--- config.mk ---
export PLATFORM = sky130hd
export DESIGN_NAME = pctrl_mc
export DESIGN_NICKNAME = d
export VERILOG_FILES = /design/src/rtl/pctrl_mc.sv
export SDC_FILE = /design/constraint.sdc
export NUM_CORES = 1
export LEC_CHECK = 0
export CELL_PAD_IN_SITES_DETAIL_PLACEMENT = 0
export CELL_PAD_IN_SITES_GLOBAL_PLACEMENT = 1
export CORE_ASPECT_RATIO = 1.25
export CORE_MARGIN = 2
export CORE_UTILIZATION = 30
export CTS_BUF_LIST = sky130_fd_sc_hd__clkbuf_2
export DETAILED_ROUTE_END_ITERATION = 8
export PLACE_DENSITY_LB_ADDON = 0.3
export SKIP_CTS_REPAIR_TIMING = 1
export SYNTH_ARGS = -nofsm -noshare
export SYNTH_HDL_FRONTEND = slang
export SYNTH_SLANG_ARGS = --single-unit
--- constraint.sdc ---
create_clock -name clk -period 5.16 [get_ports clk]
set_input_delay 1.032 -clock clk [delete_from_list [all_inputs] [get_ports clk]]
set_output_delay 1.032 -clock clk [all_outputs]
set_load 0.01 [all_outputs]
--- src/rtl/pctrl_mc.sv ---
// pctrl_mc - multi-channel proportional controller.
//
// For every channel i it computes out_i = min((k * |g_i - m_i|) >> FRAC, 2^W-1).
// It forces out_i = 0 and dir_i = 0 when g_i == 0.
// A single multiplier is shared by all channels through a two-stage pipeline:
//   stage 1 : absolute error, direction and zero-setpoint flag
//   stage 2 : multiply, scale, saturate
// Results collect in working registers. All channels are copied to the
// outputs together in the cycle that pulses done.
//
// Ports
//   clk       system clock, rising edge
//   rst_n     asynchronous active-low reset
//   start     request a computation (ignored while busy)
//   k         shared unsigned gain
//   g_flat    setpoints, channel i at [i*W +: W]
//   m_flat    measurements, same packing
//   busy      computation in progress
//   done      one-cycle pulse when out_flat/dir_flat were updated
//   out_flat  control magnitudes, same packing
//   dir_flat  bit i set when g_i > m_i
module pctrl_mc #(
  parameter int W    = 8,
  parameter int FRAC = 8,
  parameter int CH   = 4
) (
  input  logic            clk,
  input  logic            rst_n,
  input  logic            start,
  input  logic [W-1:0]    k,
  input  logic [CH*W-1:0] g_flat,
  input  logic [CH*W-1:0] m_flat,
  output logic            busy,
  output logic            done,
  output logic [CH*W-1:0] out_flat,
  output logic [CH-1:0]   dir_flat
);

  localparam int IW = (CH > 1) ? $clog2(CH) : 1;
  localparam logic [IW-1:0] LAST_IDX = IW'(CH - 1);

  typedef enum logic [1:0] {IDLE, RUN, DRAIN} state_t;

  state_t state_reg, state_next;
  logic   snap, issue, commit;

  // Snapshot of the operands taken when start is accepted
  logic [W-1:0]    k_reg;
  logic [CH*W-1:0] g_snap_reg, m_snap_reg;
  logic [IW-1:0]   idx_reg;

  // Stage-1 pipeline registers
  logic            s1_valid_reg;
  logic [IW-1:0]   s1_ch_reg;
  logic [W-1:0]    s1_e_reg;
  logic            s1_d_reg, s1_z_reg;

  // Working results, and a flag set once the last channel has been written
  logic [W-1:0]    work_mag_reg [CH];
  logic [CH-1:0]   work_dir_reg;
  logic [CH*W-1:0] work_flat;
  logic            wlast_reg;

  logic            busy_reg, done_reg;
  logic [CH*W-1:0] out_reg;
  logic [CH-1:0]   dir_reg;

  logic [W-1:0] g_arr [CH];
  logic [W-1:0] m_arr [CH];

  genvar gi;
  generate
    for (gi = 0; gi < CH; gi++) begin : g_unpack
      assign g_arr[gi] = g_snap_reg[gi*W +: W];
      assign m_arr[gi] = m_snap_reg[gi*W +: W];
      assign work_flat[gi*W +: W] = work_mag_reg[gi];
    end
  endgenerate

  // ---------------- FSM ----------------
  always_ff @(posedge clk or negedge rst_n) begin
    if (!rst_n) state_reg <= IDLE;
    else        state_reg <= state_next;
  end

  always_comb begin
    state_next = state_reg;
    snap       = 1'b0;
    issue      = 1'b0;
    commit     = 1'b0;
    case (state_reg)
      IDLE: begin
        if (start) begin
          snap       = 1'b1;
          state_next = RUN;
        end
      end
      RUN: begin
        issue = 1'b1;
        if (idx_reg == LAST_IDX) state_next = DRAIN;
      end
      DRAIN: begin
        // The last channel lands in the working registers one edge before commit
        if (wlast_reg) begin
          commit     = 1'b1;
          state_next = IDLE;
        end
      end
      default: state_next = IDLE;
    endcase
  end

  // ---------------- stage 1 (combinational part) ----------------
  logic [W-1:0] g_sel, m_sel, e_next;
  logic         d_next, z_next;

  always_comb begin
    g_sel  = g_arr[idx_reg];
    m_sel  = m_arr[idx_reg];
    d_next = (g_sel > m_sel);
    z_next = (g_sel == '0);
    e_next = d_next ? (g_sel - m_sel) : (m_sel - g_sel);
  end

  // ---------------- stage 2 (combinational part) ----------------
  logic [2*W-1:0] prod, q;
  logic [W-1:0]   res_mag;
  logic           res_dir;

  always_comb begin
    prod = {{W{1'b0}}, k_reg} * {{W{1'b0}}, s1_e_reg};
    q    = prod >> FRAC;
    if (s1_z_reg)             res_mag = '0;
    else if (|q[2*W-1:W])     res_mag = '1;  // scaled product does not fit in W bits
    else                      res_mag = q[W-1:0];
    res_dir = s1_d_reg & ~s1_z_reg;
  end

  // ---------------- datapath ----------------
  always_ff @(posedge clk or negedge rst_n) begin
    if (!rst_n) begin
      k_reg        <= '0;
      g_snap_reg   <= '0;
      m_snap_reg   <= '0;
      idx_reg      <= '0;
      s1_valid_reg <= 1'b0;
      s1_ch_reg    <= '0;
      s1_e_reg     <= '0;
      s1_d_reg     <= 1'b0;
      s1_z_reg     <= 1'b0;
      for (int i = 0; i < CH; i++) work_mag_reg[i] <= '0;
      work_dir_reg <= '0;
      wlast_reg    <= 1'b0;
      busy_reg     <= 1'b0;
      done_reg     <= 1'b0;
      out_reg      <= '0;
      dir_reg      <= '0;
    end else begin
      done_reg     <= commit;
      s1_valid_reg <= issue;

      if (snap) begin
        k_reg      <= k;
        g_snap_reg <= g_flat;
        m_snap_reg <= m_flat;
        idx_reg    <= '0;
        busy_reg   <= 1'b1;
      end

      if (issue) begin
        s1_ch_reg <= idx_reg;
        s1_e_reg  <= e_next;
        s1_d_reg  <= d_next;
        s1_z_reg  <= z_next;
        if (idx_reg != LAST_IDX) idx_reg <= idx_reg + 1'b1;
      end

      if (s1_valid_reg) begin
        work_mag_reg[s1_ch_reg] <= res_mag;
        work_dir_reg[s1_ch_reg] <= res_dir;
        if (s1_ch_reg == LAST_IDX) wlast_reg <= 1'b1;
      end

      if (commit) begin
        out_reg   <= work_flat;
        dir_reg   <= work_dir_reg;
        busy_reg  <= 1'b0;
        wlast_reg <= 1'b0;
      end
    end
  end

  assign busy     = busy_reg;
  assign done     = done_reg;
  assign out_flat = out_reg;
  assign dir_flat = dir_reg;

endmodule

==> results, run 1 <==
- The number of iterations in the first detailed-routing pass is 4.
- Dividing the synthesized area by the synthesized cell count gives 11.0 sq um.
- The count of fill cells added during filler insertion is 3118.
- The clock insertion delay at the later pin of the skew report is 0.77 ns.
- In this run the count of I/O pins placed on the die edge is 113.
- The actual transition at the worst max-transition pin is 0.971 ns.
- The die is 160 um wide.
- Data on the critical path arrives at its endpoint at 5.41 ns.
- Setup violations remaining at the end of the flow were counted as 0.
- The dominant cell by count in the synthesized netlist is nand2_1.
- After detailed routing, the average wire length per cell comes to 14.8 um.
- Excluding fillers, the count of instances in the completed layout stands at 1355.
- In this run the worst path has a maximum fanout of 9.
- The number of I/O port buffers is 112.
- The time the worst path needs with I/O delays and setup is 4.73 ns.
- The flow ran to the end, and the final reports show no timing, DRC or antenna violations.
- The mapped netlist covers 9150 sq um.
- The detail route stage leaves a number of antenna-violating nets equal to 0.
- The core utilization of the finished layout is 36.5%.
- The proportion of netlist area held by the largest area contributor is 44.9%.
- The total global routing overflow is 0.
- The most critical setup path has its endpoint at work_flat[6].
- The library cell occupying the most area in the post-synthesis netlist is dfrtp_1.
- The CTS clock-pin slew for the worst setup and hold paths is 0.29 ns.
- The die outline area is 31900 sq um.
- The via count normalized by instance count is 4.52.
- The number of global-route vias before repair came to 6436.
- The final-report hold violation count came to 0.
- The die is 199 um tall.
- In this run the critical register-to-register path is launched from s1_e_reg[7].
- Measured against its own limit, the worst slew margin works out to 35.3%.
- The number of antenna violations at the first check in global routing is 1.
- With fillers left out, the area of the finished cells amounts to 11000 sq um.
- The iteration-0 DRC count of the detailed router is 281.
- The final routed DRC violation total is 0.
- Based on the critical path, the design can be clocked at up to 211 MHz.
- The total instance count after detailed placement is 1322.
- The sum of negative setup slack is 0 ns.
- The core region is 30000 sq um.
- The count of standard-cell rows is 71.
- The most used flip-flop cell after synthesis is dfrtp_1.
- The deepest level of the CTS H-tree is 4.
- The final number of max-transition violations came to 0.
- At the end of routability-driven placement, the weighted congestion stood at 0.852.
- The number of instances in the synthesized netlist is 834.
- The setup check on the worst reg-to-reg path leaves a slack of 0.43 ns.
- The path type of the worst min-delay path is input pin to async pin.
- The worst setup path is launched from a flip-flop.
- In this run the critical register-to-register path is captured at work_flat[6].
- Counting instances in the post-synthesis netlist gives the leading cell types as 183 x nand2_1, 164 x dfrtp_1, 75 x mux2_2.
- The number of buffers created by CTS is 17.
- For this configuration, the core starts out at a cell density of 30.5%.
- The fraction of layout instances using a drive strength above 1 is 14.8%.
- The share of synthesized registers carrying an async set or reset is 100%.
- The period utilization is 91.7%.
- The final route contains 6120 vias.
- Synthesis produced a netlist with a net count of 995.
- The number of violations of the max-capacitance limit is 0.
- The number of enable-type register cells in the synthesized netlist is 0.
- The post-synthesis to final-layout area growth is 19.9%.
- After synthesis, the cell types taking the most area are dfrtp_1 45%, mux2_2 9.2%, fa_1 8.1%.
- The critical path is of the flip-flop to flip-flop type.
- The data required time of the worst path is 5.84 ns.
- The total number of clock tree sinks is 164.
- Synthesis instantiated 52 different standard cells from the library.
- The type of destination of the critical path is a flip-flop.
- The number of nets in the final layout is 1101.
- The Yosys warning count is 0.
- In this run the cell area measured after placement is 10700 sq um.
- In the global route stage, overall resource usage came out at 13.5%.
- The wire-length estimate of the detail-placed layout is 14.9 mm.
- Setup repair after global routing left no endpoint under its margin.
- The root buffer cell is clkbuf_2.
- The first-pass GRT wire length is 34.0 mm.
- The fraction of the yosys area taken by sequential cells is 44.9%.
- The aggregate routed wire length is 20.0 mm.
- Clock skew on the completed layout was measured at 0.0374 ns.
- The clock passes through at most 2 buffers.
- The number of cells on the worst reg-to-reg path is 13.
- The largest net degree at the start of global routing is 93.
- After synthesis the netlist holds a flip-flop and latch count of 164.
- The clock tree from TritonCTS is done.
- In this run the worst setup path begins at s1_e_reg[7].
-- metal layers --
metal	vias up	GRT usage, %	wire (um)
met5	-	0	0
met4	0	3.60	196
met3	10	2.57	616
met2	99	24.2	10400
met1	2984	16.6	8820
li1	3027	-	-
-- worst max-delay path, stage by stage (launching register included) --
cell and delay (ns):
dfrtp_1 0.58, nand2_1 0.14, fa_1 0.53, fa_1 0.54
inv_1 0.05, fa_1 0.50, fa_1 0.48, ha_1 0.34
a21o_1 0.17, a21oi_1 0.23, o31ai_4 0.15, o31ai_1 0.29
xor2_1 0.52, o31ai_1 0.14
-- cells in the final DEF (no fill, tap or decap), drive strengths merged, types with 7 or more instances in the layout --
cell,instances
xor2,7
fa,37
and2,48
nand2,183
a21oi,16
dfrtp,164
clkdlybuf4s50,111
mux4,16
clkbuf,17
ha,49
nor2,15
o31ai,34
clkinv,7
inv,73
mux2,75
buf,9
o21ai,21
a21o,9
-- worst min-delay path by stage --
stage / to / cells after the start / from / slack [ns]
6_report: out_flat[17] / 1 / rst_n / 0.30
5_1_grt: g_snap_reg[25] / 1 / rst_n / 0.22
4_1_cts: g_snap_reg[13] / 1 / rst_n / 0.23
3_5_place_dp: dir_flat[2] / 2 / work_dir_reg[2] / 0.46
3_3_place_gp: dir_flat[2] / 2 / work_dir_reg[2] / 0.46
2_1_floorplan: dir_flat[0] / 2 / work_dir_reg[0] / 0.44
-- cell type report --
type / count / area [sq um] / share of cell area, %
sequential: 164 / 4100 / 37.4
inverter: 67 / 251 / 2.29
clock buffer: 17 / 85.1 / 0.776
timing repair buffer: 120 / 1190 / 10.9
tap: 401 / 502 / 4.57
multi-input combinational: 570 / 4660 / 42.5
antenna: 1 / 2.50 / 0.0228
clock inverter: 15 / 164 / 1.49
-- per-stage QoR --
| stage | hold slack [ns] | setup WS (ns) |
|---|---|---|
| global route | 0.222 | 0.177 |
| floorplan | 0.439 | 0.794 |
| CTS | 0.229 | 0.409 |
| detailed placement | 0.457 | 0.449 |
| global placement | 0.456 | 0.524 |
| finish | 0.301 | 0.429 |
-- logic make-up after synthesis --
kind of cell / synth area share [%]
AO/OA/AOI/OAI: 8.14
XOR/XNOR: 1.05
adder cells (fa/ha/maj): 14.8
buffers and inverters: 4.23
flip-flops: 44.9
multiplexers: 13.5
AND/OR/NAND/NOR: 13.4
Power of run 1 is left out: the tool's default activity adds up to more than one toggle a clock period on the data nets, which glitch-free logic cannot reach.
==> run 2, diff against run 1 <==
--- a/config.mk
+++ b/config.mk
@@ -8,11 +8,10 @@
 export CELL_PAD_IN_SITES_DETAIL_PLACEMENT = 0
 export CELL_PAD_IN_SITES_GLOBAL_PLACEMENT = 1
 export CORE_ASPECT_RATIO = 1.25
-export CORE_MARGIN = 2
 export CORE_UTILIZATION = 30
 export CTS_BUF_LIST = sky130_fd_sc_hd__clkbuf_2
 export DETAILED_ROUTE_END_ITERATION = 8
-export PLACE_DENSITY_LB_ADDON = 0.3
+export PLACE_DENSITY_LB_ADDON = 0.12
 export SKIP_CTS_REPAIR_TIMING = 1
 export SYNTH_ARGS = -nofsm -noshare
 export SYNTH_HDL_FRONTEND = slang
==> results, run 2 (synthesized netlist as in run 1, its figures left out) <==
- The count of standard-cell rows is 71.
- The count of vias placed by the detailed router is 6178.
- The arrival time of data at the critical path endpoint is 5.26 ns.
- Setup slack on the worst reg-to-reg path comes out at 0.51 ns.
- The tool flagged a number of max-cap violations equal to 0.
- The die outline width is 158 um.
- The wire-length estimate of the detail-placed layout is 15.7 mm.
- The fraction of layout instances using a drive strength above 1 is 15.0%.
- The initial core utilization is 30.5%.
- For this run, design rule violations remaining after detail routing come to 0.
- The root buffer cell is clkbuf_2.
- The deepest level of the CTS H-tree is 4.
- The post-synthesis to final-layout area growth is 19.9%.
- The first global-routing pass estimated 35.4 mm of wire.
- Summed over all layers, the global routing overflow is 0.
- The achievable frequency is 215 MHz.
- The setup slack after layout is 0.506 ns.
- The detail route stage leaves a number of antenna-violating nets equal to 0.
- The worst setup path is of the flip-flop to flip-flop kind.
- The number of clock buffers added by TritonCTS is 17.
- The data required time of the worst path is 5.77 ns.
- In the global route stage, overall resource usage came out at 14.8%.
- The final number of max-transition violations came to 0.
- Tracing the worst setup path back leads to its startpoint at s1_e_reg[4].
- Buffers placed on the I/O ports in this run total 112.
- Setup violations remaining at the end of the flow were counted as 0.
- At the end of routability-driven placement, the weighted congestion stood at 0.818.
- In this run the tightest slew margin relative to its limit is 28.7%.
- The actual transition at the worst max-transition pin is 1.07 ns.
- The count of boundary I/O pins is 113.
- Using the TritonRoute via totals, the vias-per-cell ratio works out to 4.55.
- STA classifies the critical path endpoint as a flip-flop.
- The per-cell routed wire length is 15.6 um.
- The largest net degree at the start of global routing is 89.
- Before CTS, the worst setup slack after placement is 0.451 ns.
- The worst setup path is launched from a flip-flop.
- The floorplan die height is 197 um.
- In the final design database the tool counted 1102 nets.
- Counting every sink on the clock net gives 164.
- The number of antenna violations at the first check in global routing was 2.
- The period utilization is 90.2%.
- Clock-pin slew was measured on the worst setup and hold paths at 0.28 ns.
- Before antenna repair, the detailed router went through 4 iterations.
- Setup repair after global routing left no endpoint under its margin.
- The core area is 30000 sq um.
- The critical register-to-register path endpoint is work_flat[31].
- The path type of the worst min-delay path is input pin to async pin.
- The clock insertion delay at the later pin of the skew report is 0.75 ns.
- The worst register-to-register path begins at s1_e_reg[4].
- The final-report hold violation count is 0.
- The flow ran to the end, and the final reports show no timing, DRC or antenna violations.
- Leaving out fill and tap cells, the most frequent cell in the layout is nand2_1.
- The die covers 31200 sq um.
- The number of cells on the worst reg-to-reg path is 14.
- The iteration-0 DRC count of the detailed router is 246.
- The clock tree from TritonCTS is done.
- The clock tree skew after final layout is 0.0484 ns.
- The number of global-route vias before repair came to 6630.
- The final layout contains routed wiring with a total length of 21.2 mm.
- Adding up every negative setup slack in the final design gives 0 ns.
- The time the worst path needs with I/O delays and setup is 4.65 ns.
- In this run the worst path has a maximum fanout of 9.
- The maximum count of clock buffers along a single path is 2.
- In the layout the commonest cells are 183 x nand2_1, 164 x dfrtp_1, 111 x clkdlybuf4s50_1.
==> run 2: cell types whose count changed in the layout (fill, tap and decap cells not counted), moves of 2 or more <==
cell      before  now
diode_2        1    3
inv_6          2    4
clkinv_8       4    1
inv_8          4    2
clkbuf_2      17   19
==> run 2: worst max-delay path, cell delays in order, from the launching register on <==
cell and delay [ns]:
dfrtp_1 0.54, and2_1 0.23, fa_1 0.55, fa_1 0.44, fa_1 0.54, inv_1 0.05, fa_1 0.52, inv_1 0.04
ha_1 0.34, a21oi_1 0.18, o21bai_1 0.11, a221o_1 0.32, a31o_2 0.23, xnor2_1 0.33, o31ai_1 0.11
==> run 2: cell type report <==
type                            count  area (sq um)
Antenna cell                        3          7.51
Clock buffer                       19          95.1
Clock inverter                     13           143
Fill cell                        3131         19100
Inverter                           67           251
Multi-Input combinational cell    570          4660
Sequential cell                   164          4100
Tap cell                          401           502
Timing Repair Buffer              121          1200
==> run 2: stage by stage <==
| stage | cell area (sq um) | util (%) | cells | hold slack, ns |
|---|---|---|---|---|
| 5_1_grt | 11000 | 36.5 | 1358 | 0.200 |
| 2_1_floorplan | 9150 | - | 834 | 0.439 |
| 3_3_place_gp | 10700 | 35.7 | 1323 | 0.455 |
| 3_5_place_dp | 10700 | 35.7 | 1323 | 0.451 |
| 6_report | 11000 | 36.5 | 1358 | 0.262 |
| 4_1_cts | 11000 | 36.5 | 1355 | 0.231 |
==> run 2: how the worst max path moves through the flow <==
stage	cells after the start	slack, ns	endpoint
after global routing	14	0.23	work_flat[29]
after floorplan	15	0.79	work_flat[15]
after detailed placement	14	0.45	work_flat[31]
final	14	0.51	work_flat[31]
after global placement	14	0.54	work_flat[15]
after CTS	14	0.44	work_flat[31]
==> run 2: metal layers <==
| metal | global-route usage (%) | wire, um | part of all wire (%) |
|---|---|---|---|
| met5 | 0 | 0 | 0 |
| met4 | 5.27 | 441 | 2.1 |
| met3 | 2.72 | 609 | 2.9 |
| met1 | 18.0 | 9110 | 43 |
| met2 | 25.9 | 11000 | 52 |
Power of run 2 is left out for the same reason.
